$ cat src/rtl/pipe_out_block_arbiter.sv
// Round-robin block arbiter sharing one PipeOut endpoint between FWFT sources.
// Optional block header word enabled by PIPE_ARB_HEADER_EN.
module pipe_out_block_arbiter #(
  parameter int NUM_SRC     = 2,
  parameter int BLOCK_WORDS = 256,
  parameter int LEVEL_W     = 12
) (
  input  logic                       clk,
  input  logic                       reset,
  input  logic [NUM_SRC-1:0]         src_enable,
  input  logic [NUM_SRC*LEVEL_W-1:0] src_count,
  input  logic [NUM_SRC*32-1:0]      src_data,
  output logic [NUM_SRC-1:0]         src_rd,
  input  logic                       pipe_out_read,
  output logic                       pipe_out_ready,
  output logic [31:0]                pipe_out_data,
  output logic [2:0]                 grant_id,
  output logic                       busy,
  output logic                       underflow
);

  localparam int CW = $clog2(BLOCK_WORDS);
`ifdef PIPE_ARB_HEADER_EN
  localparam int NEED = BLOCK_WORDS - 1;
`else
  localparam int NEED = BLOCK_WORDS;
`endif
  localparam logic [LEVEL_W:0] NEED_L = (LEVEL_W+1)'(NEED);
  localparam logic [CW-1:0] LAST_W = CW'(BLOCK_WORDS - 1);

  typedef enum logic [1:0] {IDLE, GRANT, DONE} state_t;

  state_t        state_q, state_d;
  logic [2:0]    grant_q, ptr_q, ptr_nx, pick;
  logic [CW-1:0] word_cnt;
  logic [31:0]   data_q, head;
  logic          under_q, found, last, hdr_word, rd_ok;
  logic [NUM_SRC-1:0]   elig;
  logic [2*NUM_SRC-1:0] rot;
  logic [3:0]    sum;
`ifdef PIPE_ARB_HEADER_EN
  logic [15:0]   seq_q;
`endif

  always_comb begin
    elig = '0;
    for (int i = 0; i < NUM_SRC; i++)
      elig[i] = src_enable[i] &&
                ({1'b0, src_count[i*LEVEL_W +: LEVEL_W]} >= NEED_L);
  end

  // Doubled mask shifted by the pointer gives the wrap-around scan order.
  always_comb begin
    rot   = {elig, elig} >> ptr_q;
    found = 1'b0;
    pick  = '0;
    sum   = '0;
    for (int k = NUM_SRC - 1; k >= 0; k--) begin
      if (rot[k]) begin
        found = 1'b1;
        sum   = {1'b0, ptr_q} + 4'(k);
        if (sum >= 4'(NUM_SRC))
          sum = sum - 4'(NUM_SRC);
        pick  = sum[2:0];
      end
    end
  end

  always_comb begin
    head = '0;
    for (int i = 0; i < NUM_SRC; i++)
      if (grant_q == 3'(i))
        head = src_data[i*32 +: 32];
  end

`ifdef PIPE_ARB_HEADER_EN
  assign hdr_word = (word_cnt == '0);
`else
  assign hdr_word = 1'b0;
`endif

  assign last   = (word_cnt == LAST_W);
  assign rd_ok  = !reset && state_q == GRANT && pipe_out_read;
  assign ptr_nx = (grant_q == 3'(NUM_SRC - 1)) ? 3'd0 : grant_q + 3'd1;

  always_comb begin
    src_rd = '0;
    for (int i = 0; i < NUM_SRC; i++)
      if (rd_ok && !hdr_word && grant_q == 3'(i))
        src_rd[i] = 1'b1;
  end

  always_comb begin
    state_d = state_q;
    unique case (state_q)
      IDLE:    if (found) state_d = GRANT;
      GRANT:   if (pipe_out_read && last) state_d = DONE;
      DONE:    state_d = IDLE;
      default: state_d = IDLE;
    endcase
  end

  always_ff @(posedge clk) begin
    if (reset) begin
      state_q  <= IDLE;
      grant_q  <= '0;
      ptr_q    <= '0;
      word_cnt <= '0;
      data_q   <= '0;
      under_q  <= 1'b0;
`ifdef PIPE_ARB_HEADER_EN
      seq_q    <= '0;
`endif
    end else begin
      state_q <= state_d;
      if (state_q == IDLE && found)
        grant_q <= pick;
      if (state_q == GRANT && pipe_out_read) begin
`ifdef PIPE_ARB_HEADER_EN
        data_q <= hdr_word ?
                  {8'hA5, 5'b0, grant_q, seq_q} : head;
        if (last)
          seq_q <= seq_q + 16'd1;
`else
        data_q <= head;
`endif
        word_cnt <= last ? '0 : word_cnt + 1'b1;
        if (last)
          ptr_q <= ptr_nx;
      end
      if (pipe_out_read && state_q != GRANT) begin
        under_q <= 1'b1;
        data_q  <= '0;
      end
    end
  end

  assign pipe_out_ready = (state_q == GRANT);
  assign busy           = (state_q == GRANT);
  assign pipe_out_data  = data_q;
  assign grant_id       = grant_q;
  assign underflow      = under_q;

endmodule
$ cat config.mk
export PLATFORM = sky130hd
export DESIGN_NAME = pipe_out_block_arbiter
export DESIGN_NICKNAME = d
export VERILOG_FILES = /design/src/rtl/pipe_out_block_arbiter.sv
export SDC_FILE = /design/constraint.sdc
export NUM_CORES = 1
export LEC_CHECK = 0
export BUFFER_PORTS_ARGS = -buffer_cell sky130_fd_sc_hd__clkbuf_2
export CAP_MARGIN = 20
export CORE_AREA = 2 2 74 76
export DETAILED_ROUTE_END_ITERATION = 10
export DIE_AREA = 0 0 76 78
export PLACE_DENSITY = 0.91
export SLEW_MARGIN = 15
export SYNTH_ARGS = -nofsm -noshare
export SYNTH_HDL_FRONTEND = slang
export SYNTH_SLANG_ARGS = --single-unit
$ cat constraint.sdc
create_clock -name clk -period 3.5 [get_ports clk]
set_input_delay 0.525 -clock clk [delete_from_list [all_inputs] [get_ports clk]]
set_output_delay 0.525 -clock clk [all_outputs]
set_load 0.02 [all_outputs]
* Word level (Yosys, flattened, before mapping) *
Cells that the tools add are included.

word-level totals
  output and inout bits = 40
  input bits = 93
  register bits = 49
  logic and storage cells = 53

operators by class
  multiplexer cells = 15
  shift operators = 1
  equality and inequality tests = 6
  reduce and logical (&&, ||, !) cells = 16
  order comparisons = 4
  add/sub/neg operators = 5

operator list
  kind                                                                 number
  2-to-1 mux 32 bit                                                    2
  greater-or-equal comparator 12 x 9 -> 1 bit (second input constant)  2
  2-to-1 mux 3 bit                                                     5
  logical AND 1 bit                                                    10
  adder 8 x 1 -> 8 bit (second input constant)                         1
  equality test 8 bit (second input constant)                          1
  2-to-1 mux 8 bit                                                     1
  subtractor 3 x 2 -> 3 bit (second input constant)                    2
  adder 3 x 1 -> 4 bit (second input constant)                         1
  greater-or-equal comparator 4 x 2 -> 1 bit (second input constant)   1
  2-to-1 mux 1 bit                                                     4
  2-to-1 mux 2 bit                                                     2
  inequality test 2 x 1 -> 1 bit (second input constant)               2
  one-hot mux 2 bit (2 select lines)                                   1
  AND reduction 2 bit                                                  2
  >> shifter 4 x 3 -> 2 bit                                            1
  adder 3 x 1 -> 3 bit (second input constant)                         1
  equality test 3 x 1 -> 1 bit (second input constant)                 1
  greater-or-equal comparator 3 x 2 -> 1 bit (second input constant)   1
  logical NOT 3 bit                                                    1
  equality test 2 x 1 -> 1 bit (second input constant)                 1
  logical NOT 2 bit                                                    1
  inequality test 2 bit (second input constant)                        1
  OR reduction 2 bit                                                   1
  logical NOT 1 bit                                                    1

* Depth between registers and ports, before layout *
  depth in word-level cells = 7
  mapped depth = 6

* Worst setup path before layout *
OpenSTA, ideal clock, no wires.

  path type = reg-to-output
  start point = register grant_q[0] (netlist: grant_id[0])
  end point = output port src_rd[1]
  cell stages (with the launch flop) = 5
  arrival time = 1734 ps
  setup slack = 1241 ps
  data required time = 2975 ps
  cells stage by stage = dfxtp_1 > inv_2 > nor3_2 > clkbuf_1 > nor3b_1

on the way
  word-level cells in the longest chain between the ends = 3

ends and longest elaborated chain
  element                       RTL line  source
  start, declared               34        logic [2:0] grant_q, ptr_q, ptr_nx, pick;
  start signal, assigned        117       grant_q <= pick;
  equality test 3 x 1 -> 1 bit  89        if (rd_ok && !hdr_word && grant_q == 3'(i))
  logical AND 1 bit             89
  2-to-1 mux 1 bit              89
  end, declared                 13        output logic [NUM_SRC-1:0] src_rd,

Every way passes these cells.

* Worst setup path after layout *
  start point = register state_q[0]
  end point = output port src_rd[0]

on the way
  word-level cells in the longest chain between the ends = 5

ends and longest elaborated chain
  element                         RTL line  source
  start, declared                 33        state_t state_q, state_d;
  start signal, assigned          115       state_q <= state_d;
  equality test 2 x 1 -> 1 bit    83        assign rd_ok = !reset && state_q == GRANT && pipe_out_read;
  logical AND 1 bit (2 in a row)  83
  logical AND 1 bit               89
  2-to-1 mux 1 bit                89

Every way passes these cells.

==> summary.txt <==
==================================================================================
Number of iterations in the first detailed-routing pass                          4
Initial Util                                                                 44.5%
Fin Clk Skew                                                            0.00635 ns
Unique cell type count in the Yosys netlist                                     40
Global-route wire length before repair                                     10.0 mm
Fin crit share                                                               63.5%
Critical Path Start                                                   state_q[0]$_SDFFE_PP0P_
Delay of the slowest cell on the worst path                                0.46 ns
Total length of routed met3 wires                                           476 um
Count of instances resized after the clock tree is built                         0
Top-Level Pins                                                                 133
Final instance area                                                       3000 um2
Total clock buffers created by CTS                                               5
Crit path required time                                                    2.97 ns
Reported max-cap violation count                                                 0
Largest net degree at the start of global routing                               37
Fin Hold WS                                                               0.480 ns
Top metal layer carrying routed signals                                       met4
Power density of the placed cells                                       437 nW/um2
Largest delay contributor family on the critical path                 simple AND/OR/NAND/NOR gates
# diodes                                                                         0
Number of flip-flops and latches in the synthesized netlist                     49
Number of sinks on the clock net                                                49
IO buf count                                                                   116
Share of final-layout standard cells stronger than drive strength 1          37.8%
Critical Path AT                                                           1.70 ns
Fill cell count                                                                437
Hold violation count in the final report                                         0
Crit path capture type                                                  output pin
Overall fraction of global-route tracks in use                               20.7%
EDFF count, synth                                                                0
Vias per std cell                                                             5.54
Number of buffer and inverter instances along the worst setup path               1
Total via count in the routed design                                          2412
Root buffer selected by CTS                                               clkbuf_8
Slew at the pin with the worst max-slew slack                             0.505 ns
Residual antenna-violating net count after detailed routing                      0
Async S/R FF share, synth                                                       0%
Setup slack after layout                                                   1.28 ns
Chain of cells forming the critical path                              nand3b_1 > nor3b_1 > clkbuf_2
Setup repair after global routing missed its margin                             no
Total DRC errors in the routed layout                                            0
Hold buffer count at CTS                                                         0
Maximum clock path buffer count                                                  2
Slew Viols, Final                                                                0
Reg-to-Reg Start                                                      state_q[0]$_SDFFE_PP0P_
Synth top cells by count                                              dfxtp_1 (49), nor2_1 (46), a221oi_1 (32), o21ai_0 (32), clkbuf_1 (17)
Peak fanout along the critical path                                             10
Peak clock frequency supported by timing                                   450 MHz
Yosys warning count                                                              0
Leak Pwr                                                                0.00140 uW
Setup Viol. Count Final                                                          0
Place WS                                                                   1.43 ns
Total area of multi-input combinational cells                             1180 um2
Final net count                                                                463
Instance area at placement                                                2890 um2
Kind of critical path                                                      reg2out
VDD IR-drop max                                                           0.253 mV
Main flop type after synthesis                                             dfxtp_1
Area grow syn2layout                                                         33.8%
Die height                                                                   78 um
Number of setup buffers added after CTS                                          0
Synthesized net count                                                          354
Sequential element share of the synthesized area                             43.7%
Mean routed wirelength per cell                                            14.0 um
CP startpoint kind                                                        register
Number of standard-cell rows in the floorplan                                   26
Maximum level of the CTS H-tree                                                  2
Top cells by area in the synthesized netlist                          dfxtp_1 (44%), a221oi_1 (12%), nor2_1 (7.7%)
Mean post-synth cell area                                                 8.80 um2
Worst Min Path Start                                                   src_data[4]
Total congestion overflow                                                        0
Antenna violations before repair                                                 0
Drt first-iter violations                                                      126
Detailed-route wire length                                                 6.08 mm
Class of the worst hold path                                                in2reg
Slowest cell on crit path                                                  dfxtp_1
Post-Synthesis Cells                                                           255
Top-area cell type share of the netlist area                                 43.7%
Worst slew margin relative to its limit                                      66.0%
Cell with the most instances after synthesis                               dfxtp_1
Seq. cell area                                                             981 um2
Cell type with the highest aggregate area in the netlist                   dfxtp_1
Met2 wire length                                                           2.97 mm
Routed metal-1 wirelength                                                  2.50 mm
Placed wire-length estimate                                                4.52 mm
Number of global-route vias before repair                                     2256
CTS tree                                                                     built
Die ar.                                                                   5930 um2
Latest clock arrival within the worst-skew pair                            0.31 ns
Area of the mapped netlist                                                2240 um2
Core outline area                                                         5040 um2
Run status                                                            finished, final reports clean
Fin Setup TNS                                                                 0 ns
Final weighted congestion in routability-driven placement                    0.906
Horizontal die dimension                                                     76 um
Clock-pin transition on the worst setup and hold timing paths              0.09 ns
Shortest period the worst path allows                                      2.22 ns
==================================================================================
-- where the power goes --
part | leakage (uW) | internal (uW) | switching (uW) | total (uW)
clock network | 0.0000543 | 214 | 198 | 412
registers | 0.000403 | 595 | 27.4 | 622
logic | 0.000939 | 104 | 175 | 279
-- routing by layer --
metal	vias to the layer above	track usage, %
li1	1173	-
met3	13	5.47
met2	111	37.3
met1	1115	23.4
met5	-	0
met4	0	8.18
-- sequential cells by signal, indices dropped and copies added (netlist names) --
| signal | flops |
|---|---|
| pipe_out_data | 32 |
| word_cnt | 8 |
| grant_id | 3 |
| ptr_q | 3 |
| state_q | 2 |
| underflow | 1 |
-- placed cells by master, fill, tap and decap left out, types with 2 or more instances in the layout --
master and instances:
nand2_1 5, inv_2 2, xor2_1 8, nor2_1 46, o211ai_1 3, nand4_1 3, nor3_1 2, clkbuf_8 5
inv_1 4, a21oi_1 5, nand2b_1 2, o41a_1 2, dfxtp_1 49, and3_1 2, a221oi_1 32, buf_4 5
clkbuf_2 116, ha_1 6, nor3b_1 3, nand3_1 5, o21ai_0 32, o22ai_1 3, a311oi_1 3
-- final cells by class --
class | count | area share [%]
multi-input combinational | 181 | 39.3
clock buffer | 5 | 2.29
inverter | 6 | 0.750
sequential | 49 | 32.7
clock inverter | 3 | 1.54
tap | 70 | 2.92
timing repair buffer | 121 | 20.6
-- worst paths after layout --
| check | endpoint | slack, ns | cells after the start |
|---|---|---|---|
| setup / recovery | src_rd[0] | 1.28 | 3 |
| hold / removal | pipe_out_data[4]$_SDFFE_PP0P_ | 0.48 | 3 |
| setup reg to reg | pipe_out_data[12]$_SDFFE_PP0P_ | 1.82 | 4 |
| hold reg to reg | word_cnt[1]$_SDFFE_PP0P_ | 0.49 | 2 |
-- stage by stage --
| step | util [%] | instances | total power [uW] |
|---|---|---|---|
| floorplan | - | 255 | 795 |
| global placement | 57.3 | 427 | 905 |
| detailed placement | 57.3 | 427 | 915 |
| global route | 59.6 | 435 | 1380 |
| CTS | 59.6 | 435 | 1320 |
| finish | 59.6 | 435 | 1310 |
-- worst reg2reg max path, cell delays in order (launching register included) --
cell	delay, ns
dfxtp_1	0.46
nand3b_1	0.38
buf_4	0.36
a221oi_1	0.29
nor2_1	0.08
-- logic make-up (layout without fill, tap and decap cells) --
group	Yosys count	in the layout	share of synthesized area [%]
compound gates	89	89	28.3
xor+xnor	9	9	3.51
fa+ha+maj	6	6	3.34
buf+inv	25	135	4.40
flops	49	49	43.7
mux	1	1	0.446
simple gates	76	76	16.3
No activity file was read; power rests on OpenSTA's default activity.
